===== config.mk =====
export PLATFORM = sky130hd
export DESIGN_NAME = heap_drain
export DESIGN_NICKNAME = d
export VERILOG_FILES = /design/src/rtl/heap_pkg.sv /design/src/rtl/heap_rec_queue.sv /design/src/rtl/heap_drain.sv
export SDC_FILE = /design/constraint.sdc
export NUM_CORES = 2
export LEC_CHECK = 0
export ABC_CLOCK_PERIOD_IN_PS = 10600
export CAP_MARGIN = 15
export CORE_MARGIN = 2
export CORE_UTILIZATION = 35
export CTS_CLUSTER_DIAMETER = 60
export DETAILED_ROUTE_END_ITERATION = 7
export HOLD_SLACK_MARGIN = 0.03
export SETUP_SLACK_MARGIN = 0.02
export SYNTH_ARGS = -nofsm -noshare
export SYNTH_HDL_FRONTEND = slang
export SYNTH_SLANG_ARGS = --single-unit

===== constraint.sdc =====
create_clock -name clk -period 10.6 [get_ports clk]
set_input_delay 1.06 -clock clk [delete_from_list [all_inputs] [get_ports clk]]
set_output_delay 1.06 -clock clk [all_outputs]
set_load 0.1 [all_outputs]

===== src/rtl/heap_pkg.sv =====
// Shared definitions for the heap buffer output path: record/beat geometry
// and the drain FSM state encoding.
package heap_pkg;

  localparam int unsigned HEAP_REC_W  = 344;
  localparam int unsigned HEAP_BEAT_W = 8;
  localparam int unsigned HEAP_BEATS  = HEAP_REC_W / HEAP_BEAT_W;

  typedef enum logic {
    IDLE = 1'b0,
    SEND = 1'b1
  } drain_state_t;

endpackage


===== src/rtl/heap_rec_queue.sv =====
// Circular DEPTH x W record queue. Pointers carry an extra wrap bit so that
// full and empty are told apart by the top bit alone. The caller guarantees
// push is never asserted on a full queue unless pop is asserted with it.
module heap_rec_queue
  import heap_pkg::*;
#(
  parameter int unsigned DEPTH = 4,
  parameter int unsigned W     = HEAP_REC_W
) (
  input  logic                         clk,
  input  logic                         rst_n,
  input  logic                         push,
  input  logic                         pop,
  input  logic [W-1:0]                 din,
  output logic [W-1:0]                 dout,
  output logic                         full,
  output logic                         empty,
  output logic [$clog2(DEPTH+1)-1:0]   level
);

  localparam int unsigned PW = $clog2(DEPTH);
  localparam int unsigned LW = $clog2(DEPTH+1);

  logic [W-1:0] mem [DEPTH];
  logic [PW:0]  wr_ptr;
  logic [PW:0]  rd_ptr;
  logic [PW:0]  diff;

  assign diff  = wr_ptr - rd_ptr;
  assign level = LW'(diff);
  assign full  = (wr_ptr[PW] != rd_ptr[PW]) && (wr_ptr[PW-1:0] == rd_ptr[PW-1:0]);
  assign empty = (wr_ptr == rd_ptr);
  assign dout  = mem[rd_ptr[PW-1:0]];

  // Record storage; when full with a simultaneous pop, the write lands on the
  // slot being read, and the reader takes the old value at this same edge.
  always_ff @(posedge clk) begin
    if (push) mem[wr_ptr[PW-1:0]] <= din;
  end

  // Read and write pointers, wrapping naturally through the extra bit.
  always_ff @(posedge clk or negedge rst_n) begin
    if (!rst_n) begin
      wr_ptr <= '0;
      rd_ptr <= '0;
    end else begin
      if (push) wr_ptr <= wr_ptr + 1'b1;
      if (pop)  rd_ptr <= rd_ptr + 1'b1;
    end
  end

endmodule


===== src/rtl/heap_drain.sv =====
// Receive side of the heap buffer output stream: queues incoming records and
// serializes them LSB beat first onto a valid/ready byte stream. Upstream has
// no backpressure, so a record arriving at a full queue is dropped and
// flagged in a sticky overflow bit.
module heap_drain
  import heap_pkg::*;
#(
  parameter int unsigned REC_W  = HEAP_REC_W,
  parameter int unsigned BEAT_W = HEAP_BEAT_W,
  parameter int unsigned DEPTH  = 4
) (
  input  logic                         clk,
  input  logic                         rst_n,
  input  logic [REC_W-1:0]             rec_data,
  input  logic                         rec_valid,
  output logic [BEAT_W-1:0]            out_data,
  output logic                         out_valid,
  input  logic                         out_ready,
  output logic                         out_last,
  output logic [$clog2(DEPTH+1)-1:0]   level,
  output logic                         overflow,
  input  logic                         ovf_clr
);

  localparam int unsigned BEATS = REC_W / BEAT_W;
  localparam int unsigned BW    = (BEATS > 1) ? $clog2(BEATS) : 1;
  localparam logic [BW-1:0] LAST_BEAT = BW'(BEATS - 1);

  drain_state_t      state;
  logic [REC_W-1:0]  shreg;
  logic [BW-1:0]     beat;
  logic [REC_W-1:0]  q_head;
  logic              q_full;
  logic              q_empty;
  logic              hs;
  logic              at_last;
  logic              pop;
  logic              push;
  logic              drop;

  heap_rec_queue #(
    .DEPTH (DEPTH),
    .W     (REC_W)
  ) u_queue (
    .clk   (clk),
    .rst_n (rst_n),
    .push  (push),
    .pop   (pop),
    .din   (rec_data),
    .dout  (q_head),
    .full  (q_full),
    .empty (q_empty),
    .level (level)
  );

  // The current beat is always the low slice of the shift register, so
  // out_data is a register output that holds while the sink stalls.
  assign out_data = shreg[BEAT_W-1:0];

  assign hs      = out_valid && out_ready;
  assign at_last = (beat == LAST_BEAT);

  // Queue control: a pop only ever happens as part of a load into the shift
  // register, and a pop frees the slot an incoming record needs when full.
  always_comb begin
    pop  = 1'b0;
    push = 1'b0;
    drop = 1'b0;
    if (!q_empty && ((state == IDLE) || (hs && at_last))) pop = 1'b1;
    if (rec_valid) begin
      if (!q_full || pop) push = 1'b1;
      else                drop = 1'b1;
    end
  end

  // Drain FSM with registered stream outputs; a last-beat handshake with a
  // non-empty queue reloads directly so records stream without a bubble.
  always_ff @(posedge clk or negedge rst_n) begin
    if (!rst_n) begin
      state     <= IDLE;
      shreg     <= '0;
      beat      <= '0;
      out_valid <= 1'b0;
      out_last  <= 1'b0;
    end else begin
      case (state)
        IDLE: begin
          if (pop) begin
            shreg     <= q_head;
            beat      <= '0;
            out_valid <= 1'b1;
            out_last  <= (LAST_BEAT == '0);
            state     <= SEND;
          end
        end
        SEND: begin
          if (hs) begin
            if (at_last) begin
              if (pop) begin
                shreg     <= q_head;
                beat      <= '0;
                out_valid <= 1'b1;
                out_last  <= (LAST_BEAT == '0);
              end else begin
                beat      <= '0;
                out_valid <= 1'b0;
                out_last  <= 1'b0;
                state     <= IDLE;
              end
            end else begin
              shreg    <= shreg >> BEAT_W;
              beat     <= beat + 1'b1;
              out_last <= ((beat + 1'b1) == LAST_BEAT);
            end
          end
        end
        default: state <= IDLE;
      endcase
    end
  end

  // Sticky overflow; a drop in the same cycle as a clear keeps the flag set.
  always_ff @(posedge clk or negedge rst_n) begin
    if (!rst_n)       overflow <= 1'b0;
    else if (drop)    overflow <= 1'b1;
    else if (ovf_clr) overflow <= 1'b0;
  end

endmodule


# == Word level (Yosys, flattened, before mapping) ==
# Memory sizes are Yosys's and may differ from the RTL's.
# Index checks and enable logic that the tools add are counted.
# classes
n_lt_le_gt_ge,0
n_bitwise,1
multipliers,0
eq_ne,8
div_mod_pow,0
add_sub_neg,4
muxes,29
n_reduce_logical,11
shifts,0
# ops
cell,n
$mux W344,3
$pmux W344 S2,1
$mux W1,18
$mux W6,3
$eq A6 B6 Y1 const B,2
$pmux W6 S2,1
$add A3 B1 Y3 const B,2
$add A6 B1 Y6 const B,1
$pmux W1 S2,3
$logic_and A1 B1 Y1,4
$ne A2 B1 Y1 const B,2
$eq A3 B3 Y1,1
$reduce_and A3 Y1,1
$sub A3 B3 Y3,1
$eq A2 B2 Y1,1
$logic_not A1 Y1,2
$logic_or A1 B1 Y1,2
$ne A2 B2 Y1 const B,1
$reduce_and A2 Y1,1
$reduce_bool A2 Y1,1
$ne A1 B1 Y1,1
$not A1 Y1,1
# totals
wordCells,62
latch_bits,0
output_inout_bits,14
mem_bits_ro,0
ff_bits,360
n_memories,1
ram_bits,1376
# memory_table
name,depth,word_bits,read_ports,rd_clocked_by_memory_dff,wr,line_no,rtl
u_queue.mem,4,344,1,0,1,heap_rec_queue.sv:24,logic [W-1:0] mem [DEPTH];

# == Longest topological paths before layout ==
# depth
depth_word,10
depth_mapped,10

# == Modules after synthesis ==
# From an unflattened synthesis, not the netlist that was laid out.
# hier_totals
hier_cells,3785
hier_area_um2,66806.6
# modules_own_cells
mod,area_per_inst_um2,instances,cells_each
heap_rec_queue,49906.6,1,1834
heap_drain,16900.0,1,1951

# == Worst setup path before layout ==
# Ideal clock, no wire load.
# synth_timing
path_kind,reg-to-reg
start,reg u_queue.rd_ptr[1]
end,mem u_queue.mem[0][0] (netlist name) (enable)
synth_period_minus_slack_ns,10.596
path_slack_ns,0.004
t_required_ns,9.848
arrival_time_ns,9.844
setup_ns,0.752
n_path_buf,2
stages_incl_launch_ff,9
cell_sequence,dfrtp_1 buf_1 buf_1 inv_1 ha_1 and3_1 o31ai_1 o21a_1 and2_1
# synth_between
elab_chain_len,9
elab_cells_between_ends,12
cone_classes,eq/ne (2); mux (5); reduce/logical (5)
# synth_lines
item,line_no,rtl
from (decl),heap_rec_queue.sv:26,logic [PW:0] rd_ptr;
from (signal assigned),heap_rec_queue.sv:48,if (pop) rd_ptr <= rd_ptr + 1'b1;
$eq A3 B3 Y1,heap_rec_queue.sv:32,assign empty = (wr_ptr == rd_ptr);
$logic_not A1 Y1,heap_drain.sv:69,if (!q_empty && ((state == IDLE) || (hs && at_last))) pop = 1'b1;
$logic_and A1 B1 Y1,heap_drain.sv:69,
$mux W1,heap_drain.sv:69,
$logic_or A1 B1 Y1 (*),heap_drain.sv:71,if (!q_full || pop) push = 1'b1;
$mux W1 (*),heap_drain.sv:71,
$mux W1 (*),heap_drain.sv:70,if (rec_valid) begin
$mux W1 (*),heap_rec_queue.sv:38,if (push) mem[wr_ptr[PW-1:0]] <= din;
$mux W1 (not written as such) (*),heap_rec_queue.sv:38,
to (decl),heap_rec_queue.sv:24,
# Every way passes the cells marked *; elsewhere a longest branch is shown, timed or not.

# == Final worst setup path ==
# layout_timing
start,reg u_queue.rd_ptr[1]
end,mem u_queue.mem[1][75] (netlist name) (enable)
# Same word-level chain as after synthesis.

==> impl_metrics.yaml <==
run:
  max_cap_viol_count: 0
logic_synthesis:
  yosysSeqAreaShare_pct: 74.4
  synth_top_area_share_pct: 61.1
  ys_ff_latch: 1736
  synth.distinct_cells: 43
  postSynthCellCount: 3832
  syn_area_um2: 67700
  syn_nets: 4192
  synth_edf_count: 1376
  yosysWarnings: 0
  async_flop_share_pct: 20.7
  synth_largest_area_cell: "edfxtp_1"
  synth.avg_cell_area_um2: 17.7
  synth_area_leaders: "edfxtp_1, dfrtp_1, mux4_2"
  synth_ff_type: "edfxtp_1"
cts:
  htree_levels: 4
  clock-sinks: 1736
  postCtsSetupBuffers: 0
  clock_path_buffers: 3
  cts-buffers-inserted: 186
  cts_resized: 0
  cts_hold_buf: 0
  clk-insertion-delay-late_ns: 0.82
  root_buffer: "clkbuf_16"
  clkTransAtPathRegs_ns: 0.06
  tritoncts: "built"
worst_setup_path:
  path_cells: "inv_1 -> ha_1 -> and3_1 -> o31ai_1 -> o21a_1 -> and2_4 -> buf_4 -> buf_4"
  reg2reg_slack_ns: 5.93
  critPathKind: "reg -> reg"
  crit_path_start_kind: "flip-flop"
  critPathMaxFanout: 49
  r2r_cells: 8
  cpMostUsedCell: "buf_4"
  crit_required_ns: 11.05
  cpPeakStageDelay_ns: 0.85
  worstSetupStartpoint: "u_queue.rd_ptr[1]$_DFFE_PN0N_"
  crit_arrival_ns: 5.11
  rr_endpoint: "u_queue.mem[1][75]$_DFFE_PP_"
  endpoint: "u_queue.mem[1][75]$_DFFE_PP_"
  end_kind: "flip-flop"
  r2r-start: "u_queue.rd_ptr[1]$_DFFE_PN0N_"
  critPathSlowestCell: "dfrtp_4"
detailed_routing:
  ant_nets: 0
  drt_iter0_markers: 3470
  wl_per_cell_um: 25.0
  route.vias.total: 36600
  finalWirelength_um: 171000
  route.detailed.drc: 0
  firstDrtPassIters: 5
  post_drt_via_cell_ratio: 5.35
sta:
  fin_skew_ns: 0.0477
  period_needed_ns: 4.67
  max_freq_ghz: 0.214
  rsz0062_at_grt: "no"
  hold-worst-slack_ns: 0.156
  finalSetupTns_ns: 0
  finalCritPeriodShare_pct: 44.0
  maxSlewViolCount: 0
  hold_violations: 0
  worstMarginPinSlew_ns: 1.16
  relSlewSlack_pct: 23.0
  setup_viol: 0
pwr:
  p_leak_nw: 26.7
  ir_worst_vdd_uv: 128
  power_per_cell_area_nw_per_um2: 216
floorplanning:
  start_util_pct: 35.2
  die_height_um: 444
  core_um2: 192000
  die-area_um2: 197000
  core.rowCount: 161
  io_pins: 363
  die_w_um: 444
placed_design:
  placed_cells: 6476
  gp_congestion: 0.752
  dp_hpwl_um: 99700
  port_buffers: 362
layout:
  fin_nets: 4498
  drive_above_1_share_pct: 16.5
  instances_no_fill: 6835
  final_cell_mix: "edfxtp_1, dfrtp_1, clkdlybuf4s50_1"
  layout.cells.most_common: "edfxtp_1"
  area.growth.synth_to_final_pct: 18.2
global_route:
  grt_max_degree: 170
  gr-total-overflow: 0
  antenna_found_initial: 59
  grt_use_total_pct: 17.2
  grt_pass1_wl_um: 253000
  grt_pass1_vias: 37600
outcome:
  outcome: "finished, final reports clean"
worst_hold_path:
  hp-class: "in -> async"
## power by group
part	switching, mW	internal, mW
sequential	0.203	8.58
clock	2.71	3.76
combinational	1.44	0.584
## flip-flops by register name, indices dropped and copies added (netlist names)
| name | count |
|---|---|
| u_queue.mem | 1376 |
| beat | 6 |
| shreg | 344 |
| u_queue.rd_ptr | 3 |
| state | 1 |
| overflow | 1 |
| out_last | 1 |
| u_queue.wr_ptr | 3 |
| out_valid | 1 |
## worst min-delay path by stage
stage | to | cells past startpoint | from
final | shreg[218]$_DFFE_PN0P_ | 1 | rst_n
after global placement | out_last$_DFFE_PN0P_ | 1 | out_last$_DFFE_PN0P_
after global routing | shreg[218]$_DFFE_PN0P_ | 1 | rst_n
after detailed placement | out_last$_DFFE_PN0P_ | 1 | out_last$_DFFE_PN0P_
after CTS | shreg[230]$_DFFE_PN0P_ | 1 | rst_n
after floorplan | shreg[336]$_DFFE_PN0P_ | 1 | shreg[336]$_DFFE_PN0P_
## cell usage after synthesis (all sizes together), types with 2 or more instances
library cell,instances
a22o,8
and3,2
buf,119
nand3,179
xor2,3
nand2,171
o211ai,175
inv,187
mux4,344
and2,4
nor2,164
a21o,2
clkbuf,193
o21ai,7
ha,10
edfxtp,1376
a41o,2
nor3,165
mux2,3
xnor2,3
dfrtp,360
o21a,2
a221o,162
nand4,175
a21oi,3
## worst max-delay path, delay by kind of cell, from the launching register on
family                   cells  cell delay, ns
AND/OR/NAND/NOR              2            0.90
buffers and inverters        3            1.49
AO/OA/AOI/OAI                2            0.47
flip-flops                   1            0.85
adder cells (fa/ha/maj)      1            0.38
## routing by layer
metal  part of all wire [%]  up-vias  track usage (%)
met4                    2.6       24             5.05
met3                    4.7      322             3.00
li1                       -    15900                -
met2                     52     1021             29.7
met5                  0.091        -                0
met1                     41    19300             22.1
## stage by stage
stage	util (%)	area (µm²)	setup slack, ns	power [mW]
finish	41.6	80000	5.93	17.3
global route	41.6	80000	5.70	17.9
CTS	41.6	80000	5.91	17.5
detailed placement	38.4	73800	5.28	11.0
global placement	38.4	73800	5.36	10.9
floorplan	-	67700	3.91	10.2
## layout make-up
type                       count  area (µm²)
multi-input combinational   1597       15400
timing repair buffer         430        4230
inverter                     187         702
antenna                        7        17.5
clock buffer                 255        5180
fill                       17000      112000
tap                         2526        3160
sequential                  1736       50300
clock inverter                97         963
## logic make-up (layout without fill, tap and decap cells)
logic type	after synthesis	count (layout)	share of synthesized area, %
flops	1736	1736	74.4
fa+ha+maj	11	11	0.214
xor+xnor	6	6	0.0777
buf+inv	499	969	2.99
other cells	0	7	0
compound gates	370	370	4.72
mux	347	347	11.5
simple gates	863	863	6.12
Note: power is estimated with default switching activity, not from simulation.
